**src/rtl/ieee_sp_fp_adder_if.sv**
```systemverilog
// Operand/result bundle for the binary32 adder.
// The tb side drives operands through master; the adder side sits on slave.
interface ieee_sp_fp_adder_if;
    localparam int unsigned WIDTH = 32;

    logic             in_valid;
    logic [WIDTH-1:0] a_in;
    logic [WIDTH-1:0] b_in;
    logic             out_valid;
    logic [WIDTH-1:0] sum_out;
    logic             underflow_flag;
    logic             overflow_flag;

    modport master (
        output in_valid, a_in, b_in,
        input  out_valid, sum_out, underflow_flag, overflow_flag
    );

    modport slave (
        input  in_valid, a_in, b_in,
        output out_valid, sum_out, underflow_flag, overflow_flag
    );
endinterface

```
**src/rtl/ieee_sp_fp_adder.sv**
```systemverilog
// Single-cycle IEEE-754 binary32 adder with registered sum and flags; denormals flush to zero.
// Build option FP_ADD_RNE_EN: round-to-nearest-even when defined, truncation when undefined.
module ieee_sp_fp_adder (
    input  logic                 clk,
    input  logic                 rst_n,
    ieee_sp_fp_adder_if.slave    bus
);
    localparam int unsigned WIDTH    = 32;
    localparam int unsigned EXP      = 8;
    localparam int unsigned MANTISSA = 23;
    localparam int unsigned SIG      = MANTISSA + 1;   // significand with hidden bit
    localparam int unsigned EXT      = SIG + 3;        // plus guard/round/sticky
    localparam int unsigned WIDE     = SIG + 26;       // alignment shifter width
    localparam int unsigned EW       = EXP + 2;        // signed working exponent

    localparam logic [WIDTH-1:0] QNAN = 32'h7FC0_0000;

    typedef struct packed {
        logic                sign;
        logic [EXP-1:0]      exp;
        logic [MANTISSA-1:0] frac;
    } fp_t;

    fp_t                 a, b;
    logic                a_nan, b_nan, a_inf, b_inf;
    logic [SIG-1:0]      a_sig, b_sig, big_sig, sml_sig;
    logic [EXP-1:0]      big_exp, exp_diff;
    logic                big_sign, a_big;
    logic [WIDE-1:0]     wide;
    logic [EXT-1:0]      big_ext, sml_ext, dsub, mant;
    logic [EXT:0]        sum_raw;
    logic [4:0]          lzc;
    logic                carry, inc;
    logic signed [EW-1:0] exp_n, exp_r;
    logic [SIG:0]        rnd;
    logic [MANTISSA-1:0] frac_r;
    logic [WIDTH-1:0]    res_c;
    logic                uf_c, of_c;

    logic [WIDTH-1:0]    sum_d, sum_q;
    logic                uf_d, uf_q, of_d, of_q, vld_d, vld_q;

    // Unpack, align, add/subtract, normalize, round, pack.
    always_comb begin
        a        = bus.a_in;
        b        = bus.b_in;
        a_nan    = (a.exp == '1) && (a.frac != '0);
        b_nan    = (b.exp == '1) && (b.frac != '0);
        a_inf    = (a.exp == '1) && (a.frac == '0);
        b_inf    = (b.exp == '1) && (b.frac == '0);
        a_sig    = (a.exp == '0) ? '0 : {1'b1, a.frac};
        b_sig    = (b.exp == '0) ? '0 : {1'b1, b.frac};
        a_big    = (a.exp > b.exp) || ((a.exp == b.exp) && (a_sig >= b_sig));
        big_sign = a_big ? a.sign : b.sign;
        big_exp  = a_big ? a.exp  : b.exp;
        big_sig  = a_big ? a_sig  : b_sig;
        sml_sig  = a_big ? b_sig  : a_sig;
        exp_diff = big_exp - (a_big ? b.exp : a.exp);
        wide     = '0;
        sml_ext  = '0;
        big_ext  = {big_sig, 3'b000};
        sum_raw  = '0;
        dsub     = '0;
        mant     = '0;
        lzc      = '0;
        carry    = 1'b0;
        inc      = 1'b0;
        exp_n    = '0;
        exp_r    = '0;
        rnd      = '0;
        frac_r   = '0;
        res_c    = '0;
        uf_c     = 1'b0;
        of_c     = 1'b0;

        // Beyond 25 positions the smaller operand only survives as sticky.
        if (exp_diff >= 8'd26) begin
            sml_ext = {{(EXT-1){1'b0}}, |sml_sig};
        end else begin
            wide    = {sml_sig, 26'b0} >> exp_diff;
            sml_ext = {wide[WIDE-1:WIDE-26], |wide[WIDE-27:0]};
        end

        if (a.sign == b.sign) begin
            sum_raw = {1'b0, big_ext} + {1'b0, sml_ext};
            carry   = sum_raw[EXT];
            mant    = carry ? {sum_raw[EXT:2], sum_raw[1] | sum_raw[0]} : sum_raw[EXT-1:0];
        end else begin
            dsub = big_ext - sml_ext;
            for (int i = 0; i < EXT; i++) begin
                if (dsub[i]) lzc = 5'(EXT - 1 - i);
            end
            mant = dsub << lzc;
        end
        exp_n = EW'(big_exp) + EW'(carry) - EW'(lzc);

`ifdef FP_ADD_RNE_EN
        inc = mant[2] & (mant[1] | mant[0] | mant[3]);
`else
        inc = 1'b0;
`endif
        rnd = {1'b0, mant[EXT-1:3]} + (SIG+1)'(inc);
        if (rnd[SIG]) begin
            exp_r  = exp_n + EW'(1);
            frac_r = rnd[SIG-1:1];
        end else begin
            exp_r  = exp_n;
            frac_r = rnd[MANTISSA-1:0];
        end

        if (a_nan || b_nan || (a_inf && b_inf && (a.sign != b.sign))) begin
            res_c = QNAN;
        end else if (a_inf) begin
            res_c = {a.sign, 8'hFF, 23'b0};
        end else if (b_inf) begin
            res_c = {b.sign, 8'hFF, 23'b0};
        end else if (mant == '0) begin
            res_c = {a.sign & b.sign, 31'b0};
        end else if (exp_r >= EW'(255)) begin
            res_c = {big_sign, 8'hFF, 23'b0};
            of_c  = 1'b1;
        end else if (exp_r <= EW'(0)) begin
            res_c = {big_sign, 31'b0};
            uf_c  = 1'b1;
        end else begin
            res_c = {big_sign, exp_r[EXP-1:0], frac_r};
        end
    end

    // Output registers load only on valid operands.
    always_comb begin
        vld_d = bus.in_valid;
        sum_d = sum_q;
        uf_d  = uf_q;
        of_d  = of_q;
        if (bus.in_valid) begin
            sum_d = res_c;
            uf_d  = uf_c;
            of_d  = of_c;
        end
    end

    always_ff @(posedge clk or negedge rst_n) begin
        if (!rst_n) begin
            sum_q <= '0;
            uf_q  <= 1'b0;
            of_q  <= 1'b0;
            vld_q <= 1'b0;
        end else begin
            sum_q <= sum_d;
            uf_q  <= uf_d;
            of_q  <= of_d;
            vld_q <= vld_d;
        end
    end

    assign bus.sum_out        = sum_q;
    assign bus.underflow_flag = uf_q;
    assign bus.overflow_flag  = of_q;
    assign bus.out_valid      = vld_q;
endmodule

```
**src/flat_wrapper.sv**
```systemverilog
// flat-port wrapper written by rule: the top's interface ports become plain ports
module ieee_sp_fp_adder_flat 
  (clk, rst_n, bus_in_valid, bus_a_in, bus_b_in, bus_out_valid, bus_sum_out, bus_underflow_flag, bus_overflow_flag);
  ieee_sp_fp_adder_if bus_i ();
  input  logic clk;
  input  logic rst_n;
  input wire logic [$bits(bus_i.in_valid)-1:0] bus_in_valid;
  input wire logic [$bits(bus_i.a_in)-1:0] bus_a_in;
  input wire logic [$bits(bus_i.b_in)-1:0] bus_b_in;
  output wire logic [$bits(bus_i.out_valid)-1:0] bus_out_valid;
  output wire logic [$bits(bus_i.sum_out)-1:0] bus_sum_out;
  output wire logic [$bits(bus_i.underflow_flag)-1:0] bus_underflow_flag;
  output wire logic [$bits(bus_i.overflow_flag)-1:0] bus_overflow_flag;
  assign bus_i.in_valid = bus_in_valid;
  assign bus_i.a_in = bus_a_in;
  assign bus_i.b_in = bus_b_in;
  assign bus_out_valid = bus_i.out_valid;
  assign bus_sum_out = bus_i.sum_out;
  assign bus_underflow_flag = bus_i.underflow_flag;
  assign bus_overflow_flag = bus_i.overflow_flag;
  ieee_sp_fp_adder u_core (.clk(clk), .rst_n(rst_n), .bus(bus_i));
endmodule
```
**config.mk**
```make
export PLATFORM = sky130hd
export DESIGN_NAME = ieee_sp_fp_adder_flat
export DESIGN_NICKNAME = d
export VERILOG_FILES = /design/src/rtl/ieee_sp_fp_adder_if.sv /design/src/rtl/ieee_sp_fp_adder.sv /design/src/flat_wrapper.sv
export SDC_FILE = /design/constraint.sdc
export NUM_CORES = 1
export LEC_CHECK = 0
export CAP_MARGIN = 20
export CORE_MARGIN = 2
export CORE_UTILIZATION = 67
export CTS_CLUSTER_DIAMETER = 40
export DETAILED_ROUTE_END_ITERATION = 12
export GPL_TIMING_DRIVEN = 0
export MAX_ROUTING_LAYER = met4
export PLACE_DENSITY = 0.95
export SLEW_MARGIN = 15
export SYNTH_ARGS = -nofsm -noshare
export SYNTH_HDL_FRONTEND = slang
export SYNTH_SLANG_ARGS = --single-unit
```
**constraint.sdc**
```tcl
create_clock -name clk -period 3.1 [get_ports clk]
set_clock_uncertainty 0.05 [all_clocks]
set_input_delay 0.465 -clock clk [delete_from_list [all_inputs] [get_ports clk]]
set_output_delay 0.465 -clock clk [all_outputs]
set_load 0.01 [all_outputs]
```
==> key figures, run 1 <==
Outcome
  • Status: aborted with a tool error
  • Last stage: global routing
  • Tool error: [ERROR GRT-0116] Global routing finished with congestion. Check the congestion regions in the DRC Viewer.

CTS
  • H-tree Lvls: 2
  • Root Driver: clkbuf_16
  • # hold bufs at CTS: 0
  • Max Root-Sink Buffers: 2
  • Num CTS Buffers: 5
  • Sink Count: 35

Floorplanning
  • Num ports: 102
  • Die Y: 146 um
  • Die W: 146 um
  • Num rows: 51
  • Starting density of the core: 68.8%

Logic synthesis
  • Synth Instances: 2046
  • Average size of a mapped cell: 6.61 um2
  • Post-synth EDFFs: 0
  • Area leader, netlist: ha_1
  • Post-synth top area share: 8.42%
  • Post-synthesis cell type count: 111
  • Syn_nets: 2206
  • Most used DFF post-synth: dfrtp_1
  • Ys Warns: 0
  • Post-Syn Area: 13500 um2
  • Seq/Total Area, Yosys: 6.48%
  • Share of synthesized registers carrying an async set or reset: 100%
  • Cells taking the most area after synthesis: ha_1, dfrtp_1, mux2i_1
  • #FFs+latches synth: 35

Placement
  • GP Congestion: 1.30
  • DP Area: 15300 um2
  • Hpwl dp: 44700 um
  • Input/output buffers: 101

GRT
  • Vias in the first global route: 24458
  • Gr usage total: 87.0%
  • GRT overflow: 539
  • Largest net degree at the start of global routing: 36
  • First-pass GRT wire length: 145000 um
cell usage after synthesis (10+ instances only):
master	number
nor2_1	195
nand3_1	50
xor2_1	13
buf_1	10
or3_1	19
or2_2	12
ha_1	91
o21a_1	21
o211a_1	11
clkbuf_1	87
and3_1	19
nor2b_1	14
mux2_2	22
o21ai_0	133
xnor2_1	45
o21bai_1	14
inv_1	118
o31ai_1	13
a21oi_1	154
buf_2	29
a31oi_1	26
a21o_1	32
o22ai_1	38
dfrtp_1	35
o211ai_1	32
nand2_1	227
nand2b_1	24
a211o_1	11
nor3_1	67
nor4_1	29
mux2i_1	87
nand4_1	32
and2_1	38
a211oi_1	45
a22oi_1	12
logic make-up after synthesis:
logic type               Yosys count  share of synthesized area, %
flip-flops                        35                          6.48
buffers and inverters            258                          7.93
adder cells (fa/ha/maj)           93                          8.72
AND/OR/NAND/NOR                  794                          28.9
AO/OA/AOI/OAI                    694                          35.1
multiplexers                     114                          9.05
XOR/XNOR                          58                          3.76
through the flow:
| stage | std cells | worst slack [ns] |
|---|---|---|
| after floorplan | 2046 | -8.59 |
| after global placement | 2412 | -11.51 |
| after detailed placement | 2412 | -11.83 |
| after CTS | 2534 | -9.21 |
layer usage:
metal  global-route usage, %  overflow
met3                    71.5        18
met2                     103       363
met5                       -         -
met1                    83.4        19
met4                    87.7       139
timing repair:
item | CTS
setup endpoints to repair | 34
pin swaps | 134
gates resized for setup | 358
cloned | 7
setup buffers | 116
==> run 2: changes to the inputs <==
CORE_UTILIZATION = 40   (was 67)
CTS_CLUSTER_DIAMETER = unset   (was 40)
MAX_ROUTING_LAYER = unset   (was met4)
PLACE_DENSITY = unset   (was 0.95)
PLACE_DENSITY_LB_ADDON = 0.15   (was unset)
==> run 2 against run 1 <==
Net effect: the flow now finishes, with violations (setup timing); synthesized cell count unchanged; area after synthesis stayed put.
==> key figures, run 2 <==
Logic synthesis
  • Post-synthesis cell type count: 111 (unchanged)
  • Most used DFF post-synth: dfrtp_1 (unchanged)
  • Synth Instances: 2046 (unchanged)
  • Mux cell area share after synthesis: 9.05% (unchanged)
  • Seq/Total Area, Yosys: 6.48% (unchanged)
  • Share of synthesized registers carrying an async set or reset: 100% (unchanged)
  • Most numerous cell in the Yosys netlist: nand2_1 (unchanged)
  • Largest family of logic cells by synthesized area: compound AO/OA/AOI/OAI gates (unchanged)
  • Post-synthesis compound-gate area fraction: 35.1% (unchanged)
  • Post-Synth Simple-Gate Area: 28.9% (unchanged)
  • #FFs+latches synth: 35 (unchanged)
  • Post-Syn Area: 13500 um2 (unchanged)
  • Average size of a mapped cell: 6.61 um2 (unchanged)
  • Area leader, netlist: ha_1 (unchanged)
  • Post-synth top area share: 8.42% (unchanged)
  • Cells taking the most area after synthesis: ha_1, dfrtp_1, mux2i_1 (unchanged)
  • Synth cell count leaders: nand2_1, nor2_1, a21oi_1, o21ai_0, inv_1 (unchanged)
  • Syn_nets: 2206 (unchanged)
  • Post-synth EDFFs: 0 (unchanged)
  • Synth Area in XOR/XNOR: 3.76% (unchanged)
  • Ys Warns: 0 (unchanged)
  • Post-synthesis adder-cell area fraction: 8.72% (unchanged)

Cells and area
  • Number of diodes: 0
  • Non-filler cells in the finished layout: 2794
  • Most frequent cells in the layout: nand2_1, buf_4, nor2_1, a21oi_1, inv_1
  • Area Overhead vs Synth: 47.6%
  • Max reg flops: 32
  • Layout cells sized above 1: 30.7%
  • Utilization after layout: 59.8%
  • Most common cell after layout, fill and taps aside: nand2_1
  • Final Net Count: 2505
  • Final Instance Area: 20000 um2

Worst hold path
  • HP Class: input port to async pin

Setup path
  • Worst r2r path cells: 4
  • Critical path launch point: bus_b_in[26]
  • Critical Path RT: 3.20 ns
  • End of the critical path: u_core.bus.sum_out[12]
  • CP max-delay cell: o41ai_4
  • Reg-to-reg startpoint: u_core.bus.sum_out[31]
  • Worst EP arrival: 12.87 ns
  • Levels on crit path: 69
  • Critical path class: input port to flip-flop
  • Reg2reg setup slack: 1.58 ns
  • Crit-path max FO: 10
  • Worst setup SP type: input port
  • Max incr delay on CP: 0.54 ns
  • Most used cell, CP: buf_6
  • Setup crit end kind: flip-flop
  • R2R Path End: u_core.bus.sum_out[31]
  • Worst path bufs/invs: 24
  • Delay-heaviest family, CP: buffers and inverters

Timing
  • Setup violators final: 34
  • Final worst path period share: 412%
  • Setup TNS: -327.16 ns
  • Final min period: 12.77 ns
  • Worst setup margin: -9.67 ns
  • RSZ-0062 raised after global routing: true
  • Max-slew headroom: 4.66%
  • Final hold vios: 0
  • Worst-margin pin slew: 1.42 ns
  • Final hold slack: 0.0779 ns
  • F_max: 78.3 MHz
  • Max-slew violation count: 0

Power and ir drop
  • Leak: 7.97 nW
  • Worst vdd ir: 376 uV
  • Power density over cell area: 570 nW/um2
  • Total power: 11.4 mW

Placement
  • Placed Cells: 2597 (was 2412)
  • Hpwl dp: 56100 um (was 44700 um)
  • GP Congestion: 1.04 (was 1.30)
  • DP Area: 15600 um2 (was 15300 um2)
  • Place WS: -12.94 ns (was -11.83 ns)
  • Input/output buffers: 101 (unchanged)

Run
  • Maxcap violations: 0

Outcome
  • Status: finished, violations left (was aborted with a tool error)
  • Failing checks: setup timing

GRT
  • Largest net degree at the start of global routing: 36
  • Gr usage total: 40.4%
  • Initial antenna violation count: 1
  • GRT overflow: 0
  • Vias in the first global route: 18044
  • First-pass GRT wire length: 110000 um

CTS
  • CTS clk-pin slew, worst paths: 0.05 ns
  • # hold bufs at CTS: 0 (unchanged)
  • Root Driver: clkbuf_16 (unchanged)
  • Max Root-Sink Buffers: 2 (unchanged)
  • H-tree Lvls: 2 (unchanged)
  • Worst-skew pair later-pin latency: 0.29 ns
  • Num CTS Buffers: 5 (unchanged)
  • Sink Count: 35 (unchanged)
  • CTS tree: yes

Drt
  • Routed vias: 18413
  • # DRC: 0
  • Wirelength per Cell: 26.6 um
  • Routed vias/inst: 6.59
  • Final ANT Viol Nets: 0
  • DRT Wirelength: 74300 um
  • 1st-iter DRT viols: 1958
  • Drt first pass iters: 6

Floorplanning
  • Die ar.: 35300 um2
  • Die Y: 188 um (was 146 um)
  • Num ports: 102 (unchanged)
  • Die W: 188 um (was 146 um)
  • Num rows: 67 (was 51)
  • Core Region: 33400 um2
  • Starting density of the core: 40.5% (was 68.8%)
==> run 2: cell counts after synthesis <==
Identical to the previous run, type by type.
==> run 2: cell type report <==
class,count,area [um2]
Fill cell,3117,13400
Timing Repair Buffer,303,2710
Clock buffer,6,139
Tap cell,448,561
Multi-Input combinational cell,1754,14100
Buffer,127,1040
Clock inverter,2,35.0
Sequential cell,35,876
Inverter,119,455
==> run 2: where the power goes <==
group	switching [mW]	total [mW]	internal, mW
clock	0.200	0.600	0.400
combinational	5.82	10.1	4.25
sequential	0.0941	0.710	0.616
==> run 2: cell families after synthesis <==
family / count (synthesis)
flops: 35
fa+ha+maj: 93
xor+xnor: 58
compound gates: 694
mux: 114
buf+inv: 258
simple gates: 794
==> run 2: what timing repair did <==
action | CTS | global route
cloned | 6 | 0
pin swaps | 143 | 108
setup endpoints to repair | 34 | 34
buffers inserted | 134 | 65
gates resized for setup | 421 | 167
==> run 2: worst min-delay path by stage <==
| stage | startpoint | to | cells past startpoint |
|---|---|---|---|
| 2_1_floorplan | rst_n | u_core.bus.out_valid | 0 |
| 3_3_place_gp | u_core.bus.sum_out[22] | u_core.bus.sum_out[22] | 2 |
| 3_5_place_dp | rst_n | u_core.bus.sum_out[20] | 2 |
| 4_1_cts | rst_n | u_core.bus.sum_out[20] | 2 |
| 5_1_grt | rst_n | u_core.bus.sum_out[20] | 2 |
| 6_report | rst_n | u_core.bus.sum_out[20] | 2 |
==> run 2: metal layers <==
metal / track usage [%] / wire, um
met4: 29.7 / 6660
met3: 7.41 / 5990
met2: 65.2 / 33500
met5: 0 / 12
met1: 47.9 / 28100
(Power assumes the default switching activity.)
